==> config.mk <==
export PLATFORM = sky130hd
export DESIGN_NAME = board_memory
export DESIGN_NICKNAME = d
export VERILOG_FILES = /design/src/rtl/board_memory.sv
export SDC_FILE = /design/constraint.sdc
export NUM_CORES = 1
export LEC_CHECK = 0
export ABC_AREA = 0
export ABC_CLOCK_PERIOD_IN_PS = 11500
export CAP_MARGIN = 20
export CORE_MARGIN = 5
export CORE_UTILIZATION = 39
export DETAILED_ROUTE_END_ITERATION = 16
export PLACE_DENSITY = 0.6
export SYNTH_ARGS = -nofsm -noshare
export SYNTH_HDL_FRONTEND = slang
export SYNTH_SLANG_ARGS = --single-unit
==> constraint.sdc <==
create_clock -name clock -period 11.5 [get_ports clock]
set_input_delay 3.45 -clock clock [delete_from_list [all_inputs] [get_ports clock]]
set_output_delay 3.45 -clock clock [all_outputs]
set_load 0.01 [all_outputs]
==> src/rtl/board_memory.sv <==
// board_memory: register file holding one CELL_W-bit cell per board position.
// Cell k lives at board[CELL_W*k +: CELL_W]; cell address is {y[3:0], x[3:0]}.
// Reads are combinational from the cell registers (no write-through).
// Optional build macro BOARD_MEMORY_OCCUPIED_GUARD_EN suppresses non-undo writes
// to occupied cells and reports each one with a one-cycle wr_blocked pulse.
module board_memory #(
   parameter int unsigned ADDR_W = 8,
   parameter int unsigned CELL_W = 2
) (
   input  logic                              clock,
   input  logic                              reset,
   input  logic                              we,
   input  logic [CELL_W-1:0]                 player,
   input  logic                              regret,
   input  logic [ADDR_W-1:0]                 wr_addr,
   input  logic [ADDR_W-1:0]                 rd_addr,
   output logic [CELL_W*(1 << ADDR_W)-1:0]   board,
   output logic [CELL_W-1:0]                 rd_data,
   output logic                              wr_blocked
);

   localparam int unsigned NCELLS = 1 << ADDR_W;

   logic [CELL_W-1:0] cells_q [NCELLS];
   logic [CELL_W-1:0] cells_d [NCELLS];
   logic              wr_blocked_q;
   logic              wr_blocked_d;
   logic [CELL_W-1:0] wr_data_c;
   logic              blocked_c;
   logic              wr_en_c;

   // Write data: undo clears the cell, otherwise store the player's stone.
   always_comb begin
      wr_data_c = regret ? '0 : player;
   end

   // Occupancy guard decision for the current write request.
   always_comb begin
      blocked_c = 1'b0;
`ifdef BOARD_MEMORY_OCCUPIED_GUARD_EN
      blocked_c = we && !regret && (cells_q[wr_addr] != '0);
`endif
      wr_en_c = we && !blocked_c;
   end

   // Next-state for the cell array and blocked flag; reset wins over a write.
   always_comb begin
      for (int unsigned k = 0; k < NCELLS; k++) begin
         cells_d[k] = cells_q[k];
      end
      wr_blocked_d = 1'b0;
      if (reset) begin
         for (int unsigned k = 0; k < NCELLS; k++) begin
            cells_d[k] = '0;
         end
      end else begin
         if (wr_en_c) begin
            cells_d[wr_addr] = wr_data_c;
         end
         wr_blocked_d = blocked_c;
      end
   end

   // State registers, synchronous reset folded into the next-state logic.
   always_ff @(posedge clock) begin
      for (int unsigned k = 0; k < NCELLS; k++) begin
         cells_q[k] <= cells_d[k];
      end
      wr_blocked_q <= wr_blocked_d;
   end

   // Flat board image straight from the cell registers.
   for (genvar g = 0; g < NCELLS; g++) begin : g_board
      assign board[CELL_W*g +: CELL_W] = cells_q[g];
   end

   // Combinational read port.
   always_comb begin
      rd_data = cells_q[rd_addr];
   end

   assign wr_blocked = wr_blocked_q;

endmodule

=== Yosys cells after proc, flatten, opt, wreduce, memory -nomap -nowiden ===
Memory sizes are Yosys's and may differ from the RTL's.
Index checks and enable logic that the tools add are counted.

* Output and inout port bits: 515
* Flip-flop bits (word level): 0
* Input port bits: 22
* Memories: 1
* Bits in writable memories: 512

* Reduce and logical (&&, ||, !) cells: 1
* Muxes and demuxes: 6
* Order comparisons: 2
* Bitwise operators: 1

{| class="wikitable"
|+ Memories
! name !! words !! bits a word !! read ports !! clocked after Yosys merged registers in !! write ports !! line !! text
|-
| cells_q || 256 || 2 || 257 || 0 || 256 || 24 || <nowiki>logic [CELL_W-1:0] cells_q [NCELLS];</nowiki>
|}

{| class="wikitable"
|+ Operators by type and width
! operator !! number
|-
| 512-bit two-way mux || 2
|-
| 512-bit bitwise mux || 1
|-
| 2-bit demux with 8-bit select || 1
|-
| 9-bit greater-or-equal comparator (second input constant) || 1
|-
| 9-bit by 1-bit less-than comparator with 1-bit output (second input constant) || 1
|-
| 8-bit inverter with 9-bit output || 1
|-
| 2-bit two-way mux || 2
|-
| 1-bit logical AND || 1
|}

=== Logic depth before layout (Yosys ltp) ===
Gate-level depths: netlist of run 1.

* Depth after elaboration: 8
* Depth in mapped cells: 10

=== Worst setup path after synthesis of run 1 ===
OpenSTA, ideal clock, no wires.

* Path type: input to output
* Start: in rd_addr[0]
* End: out rd_data[0]
* Required time: 8.050 ns
* Arrival: 5.099 ns
* Path buffers: 2
* Setup slack: 2.951 ns
* Stages: 8
* Path through: buf_6 or3b_4 buf_6 o22ai_1 nor2_1 a32o_1 a22o_1 nor4_2

* Cells in the longest elaborated chain, start to end: 1

{| class="wikitable"
|+ Ends and longest elaborated chain
! item !! line !! text
|-
| start, declared || 16 || <nowiki>input logic [ADDR_W-1:0] rd_addr,</nowiki>
|-
| memory 256 x 2 bit || -- ||
|-
| end, declared || 18 || <nowiki>output logic [CELL_W-1:0] rd_data,</nowiki>
|}

Every way passes these cells.

=== Worst setup path after layout of run 1 ===
* Start: in rd_addr[3]
* End: out rd_data[0]

The elaborated chain is that of the path after synthesis.

==> results.cfg, run 1 <==
[cts]
clk_latency_ns = 0.61
cts_tree = done
post_cts_resize_count = 0
clockRootBuffer = clkbuf_16
clock_sinks = 512
clk_pin_slew_worst_paths_ns = 0.06
cts_hold_buf = 0
h-tree-depth = 2
post_cts_buffers = 0
cts_buffer_depth = 3
cts_buffers = 54

[route]
drc = 0
dr.first_iter.drc_count = 2781
firstDrtPassIters = 6
wirelength_um = 106000
viasPerCell = 5.87
wl_per_cell_um = 26.4
vias = 23500
ant_nets = 0

[global_routing]
grt_pass1_wl_um = 151000
grtUsageTotal_pct = 29.7
overflow = 0
antenna_found_initial = 6
grt_max_degree = 195
grt_pass1_vias = 22400

[logic_synthesis]
syn_avg_cell_area_um2 = 8.49
synth_cells = 2833
synth_top_area_share_pct = 42.6
netlist-cell-type-count = 59
synthArstFlopShare_pct = 0
synth_top_area_cell = dfxtp_1
mappedNetlistNets = 2855
synthTopCellsByArea = dfxtp_1, mux2i_1, nand2_1
synthesis.area_um2 = 24100
synth_sequential_area_ratio_pct = 42.6
synth_enable_flop_cells = 0
synth-seq-cells = 512
yosys_warnings = 0
ys_dominant_reg_cell = dfxtp_1

[place]
io_buffers = 535
dpl_cell_area_um2 = 29400
dp_hpwl_um = 72000
gp_congestion = 0.931

[sta]
rsz0062_at_grt = false
fmax_mhz = 94.8
drv_slew = 0
tns_ns = 0
slew_headroom_pct = 24.2
hold_viol = 0
setup_viol_count_final = 0
fin_skew_ns = 0
worst_pin_slew_ns = 1.14
fin_crit_sh_pct = 91.7
period_needed_ns = 10.55

[power]
p_sw_uw = 946
comb_power_share_pct = 5.9
p_sw_share_pct = 24.1
powerDensity_nw_per_um2 = 125
cell_internal_pwr_uw = 2970
p_leak_uw = 0.0117
clockPowerShare_pct = 48.7
seqPwrFrac_pct = 45.3
ir_drop_v = 0.000104

[worst_setup_path]
cp_num_buf_inv = 3
cpPeakStageDelay_ns = 0.83
critPathRequiredTime_ns = 8.05
cp-end-kind = primary output
critPathArrivalTime_ns = 7.10
path_class = input pin to primary output
cp_cell_sequence = buf_2, buf_4, nand3_1, o22ai_1, nor2_1, a32o_1, a22o_1, nor4_2, clkdlybuf4s50_1
crit_path_start_kind = input pin
cpLargestDelayFamily = buffers and inverters
slowest_stage = nand3_1
cp_max_fo = 20

[job]
max_cap_violations = 0

[floorplanning]
start_util_pct = 39.2
chipWidth_um = 258
ioPinCount = 537
die-area_um2 = 66800
num_rows = 91
core_area_um2 = 61400
die_h_um = 258

[final_layout]
nets = 3184
regMostFlops = cells_q
drive_above_1_share_pct = 7.42
multiInputGateArea_um2 = 12500
final_common_cell = nand2_1
final_area_um2 = 31300
largest_registers = cells_q x512
register_area_um2 = 10200
n_fill_cell = 5600
syn_to_final_growth_pct = 30.3
largest_reg_flops = 512
layout_common_cells = nand2_1, clkdlybuf4s50_1, dfxtp_1, mux2i_1, a21oi_1

[run_status]
status = completed

[worst_hold_path]
hold_class = register to register
==> stage by stage <==
| step | setup slack, ns | total power (µW) | hold WS, ns | utilization, % | cells |
|---|---|---|---|---|---|
| 3_3_place_gp | 1.14 | 2040 | 0.459 | 47.9 | 3895 |
| 6_report | 0.955 | 3920 | 0.471 | 51.1 | 4000 |
| 5_1_grt | 0.896 | 4010 | 0.498 | 51.1 | 4000 |
| 4_1_cts | 1.05 | 3930 | 0.474 | 51.1 | 3997 |
| 2_1_floorplan | 2.95 | 1970 | 0.488 | - | 2833 |
| 3_5_place_dp | 1.07 | 2040 | 0.465 | 47.9 | 3896 |
==> tightest hold or removal path: cells and delay by family (launching register included) <==
family,cells,cell delay [ns]
AOI/OAI and AO/OA,1,0.05
DFF,1,0.32
and+or+nand+nor,1,0.05
==> worst paths after layout <==
path,startpoint,endpoint,slack [ns],cells past startpoint
setup reg to reg,cells_q[6][1],cells_q[6][1],10.66,2
hold / removal,cells_q[153][1],cells_q[153][1],0.47,2
hold reg to reg,cells_q[153][1],cells_q[153][1],0.47,2
setup / recovery,rd_addr[3],rd_data[0],0.95,9
==> per-layer routing <==
layer  global-route usage, %  wire length, µm  vias to the layer above
li1                        -                -                    10500
met1                    37.2            40500                    11500
met2                    48.2            49200                     1265
met3                    8.82            11000                      215
met4                    12.2             4730                        6
met5                       0               31                        -
==> cells by family (layout without fill, tap and decap cells) <==
kind of cell / after synthesis / in the layout / share of synthesized area [%]
AOI/OAI and AO/OA: 437 / 437 / 10.2
DFF: 512 / 512 / 42.6
and+or+nand+nor: 1168 / 1168 / 20.7
other: 1 / 4 / 0.0156
buffers and inverters: 294 / 668 / 5.66
muxes: 421 / 421 / 20.9
==> cell type report <==
cell class | instances | share of cell area [%]
antenna | 3 | 0.0239
clock buffer | 78 | 5.21
clock inverter | 23 | 0.982
inverter | 3 | 0.0359
multi-input combinational | 2027 | 40.0
sequential | 512 | 32.7
tap | 790 | 3.15
timing repair buffer | 564 | 17.9
==> Yosys cell counts, types with 3 or more instances <==
cell type	number
nand2_1	543
dfxtp_1	512
mux2i_1	349
a21oi_1	298
nand3_1	287
nor2_1	256
clkbuf_1	229
mux4_2	64
o22ai_1	52
o21ai_0	29
buf_2	21
and3_1	18
buf_6	17
nor3_1	16
buf_4	13
a211oi_1	9
nand2b_1	9
mux2_2	8
nor2b_1	8
o221ai_1	8
a221oi_1	7
buf_1	7
o21ai_1	5
a32oi_1	4
and2_1	4
nand3b_1	4
nor4_1	4
a31oi_1	3
and2_0	3
inv_1	3
nor3b_1	3
==> power by group through the flow <==
stage               Clock [µW]  Sequential (µW)  Combinational, µW
detailed placement           0             1820                227
floorplan                    0             1820                158
global placement             0             1820                225
CTS                       1920             1780                227
global route              1990             1770                241
finish                    1910             1780                232
No activity file was read; power rests on OpenSTA's default activity.
==> inputs of run 2 (changes only) <==
- CORE_UTILIZATION: 39 -> 52
- HOLD_SLACK_MARGIN: not set -> 0.08
- PLACE_DENSITY: 0.6 -> 0.78
==> results.cfg, run 2 (same netlist as run 1, synthesis figures left out) <==
[sta]
period_needed_ns = 10.33
drv_slew = 0
fin_skew_ns = 0
fmax_mhz = 96.8
tns_ns = 0
setup_viol_count_final = 0
fin_crit_sh_pct = 89.9
rsz0062_at_grt = false
worst_pin_slew_ns = 1.27
slew_headroom_pct = 15.4
hold_viol = 0

[power]
comb_power_share_pct = 5.7
ir_drop_v = 0.000103
p_leak_uw = 0.0118
seqPwrFrac_pct = 44.3
clockPowerShare_pct = 49.9
cell_internal_pwr_uw = 3080
p_sw_share_pct = 23.2
power.total_uw = 4000
p_sw_uw = 929
powerDensity_nw_per_um2 = 128

[floorplanning]
core_area_um2 = 45600
num_rows = 78
die-area_um2 = 50700
chipWidth_um = 225
ioPinCount = 537
start_util_pct = 52.8
die_h_um = 225

[cts]
clk_latency_ns = 0.60
clockRootBuffer = clkbuf_16
cts_hold_buf = 0
clk_pin_slew_worst_paths_ns = 0.06
post_cts_resize_count = 0
post_cts_buffers = 0
clock_sinks = 512
cts_buffers = 53
h-tree-depth = 2
cts_buffer_depth = 3
cts_tree = done

[global_routing]
grt_pass1_wl_um = 149000
grt_pass1_vias = 23300
grtUsageTotal_pct = 38.2
grt_max_degree = 226
overflow = 0
antenna_found_initial = 2

[final_layout]
largest_reg_flops = 512
stdcell_count = 3813
regMostFlops = cells_q
layout_common_cells = nand2_1, clkdlybuf4s50_1, dfxtp_1, mux2i_1, a21oi_1
final_common_cell = nand2_1
largest_registers = cells_q x512
drive_above_1_share_pct = 7.57
nets = 3188
syn_to_final_growth_pct = 30.0

[place]
io_buffers = 535
dp.cells = 3710
gp_congestion = 0.970
dp_hpwl_um = 69200

[worst_setup_path]
r2r_setup_slack_ns = 10.63
path_class = input pin to primary output
r2r_end = cells_q[181][0]
critPathRequiredTime_ns = 8.05
critPathArrivalTime_ns = 6.88
cp-end-kind = primary output
crit_path_start_kind = input pin
timing.rr.start = cells_q[181][0]
r2r_cells = 2
cp_max_fo = 73

[route]
wl_per_cell_um = 26.9
vias = 24600
ant_nets = 0
drc = 0
firstDrtPassIters = 6
viasPerCell = 6.44
dr.first_iter.drc_count = 3579
wirelength_um = 102000

[worst_hold_path]
hold_class = register to register
hold_end = cells_q[192][0]
hold_start = cells_q[192][0]
hold_depth = 2

[job]
max_cap_violations = 0

[run_status]
status = completed
## run 2: cell types whose count changed in the layout (fill, tap and decap cells not counted), sizes merged
cell and change:
bufinv +5, buf +5, clkbuf -2, clkinvlp -3, inv -1, diode -1
## run 2: critical path, stage by stage
cell,delay (ns)
buf_6,0.67
buf_12,0.36
nand2b_1,0.49
o22ai_1,0.18
o31ai_1,0.21
a21oi_1,0.15
a211oi_1,0.64
nor4_2,0.11
clkdlybuf4s50_1,0.58
## run 2: worst max path at each step
stage / endpoint / slack [ns] / cells past startpoint / start
finish: rd_data[0] / 1.17 / 9 / rd_addr[1]
global placement: rd_data[0] / 1.28 / 8 / rd_addr[0]
floorplan: rd_data[0] / 2.95 / 8 / rd_addr[0]
CTS: rd_data[0] / 1.24 / 9 / rd_addr[1]
detailed placement: rd_data[0] / 1.25 / 9 / rd_addr[1]
global route: rd_data[0] / 1.08 / 8 / rd_addr[0]
## run 2: metal layers
layer  global-route usage, %  share of wire, %  up-vias
li1                        -                 -    10500
met1                    47.1                35    11700
met2                    59.8                45     1958
met3                    10.7                13      397
met4                    22.6               6.7        0
met5                       0                 0        -
## run 2: power groups by stage
stage / logic [µW] / registers [µW] / clock network [µW]
3_3_place_gp: 216 / 1820 / 0
6_report: 229 / 1780 / 2000
2_1_floorplan: 158 / 1820 / 0
4_1_cts: 220 / 1780 / 2000
5_1_grt: 237 / 1770 / 2080
3_5_place_dp: 220 / 1820 / 0
## run 2: final cells by class
| cell class | instances | area [µm²] |
|---|---|---|
| fill | 3482 | 14300 |
| clock buffer | 76 | 1620 |
| timing repair buffer | 569 | 5680 |
| antenna | 2 | 5.00 |
| inverter | 3 | 11.3 |
| tap | 600 | 751 |
| clock inverter | 24 | 430 |
| multi-input combinational | 2027 | 12500 |
| sequential | 512 | 10200 |
## run 2: per-stage QoR
step	setup WS (ns)	instance area, µm²	hold slack (ns)	util, %
final	1.17	31300	0.474	68.6
after detailed placement	1.25	29200	0.464	64.1
after CTS	1.24	31200	0.471	68.5
after global placement	1.28	29200	0.456	64.0
after floorplan	2.95	24100	0.488	-
after global routing	1.08	31300	0.492	68.6
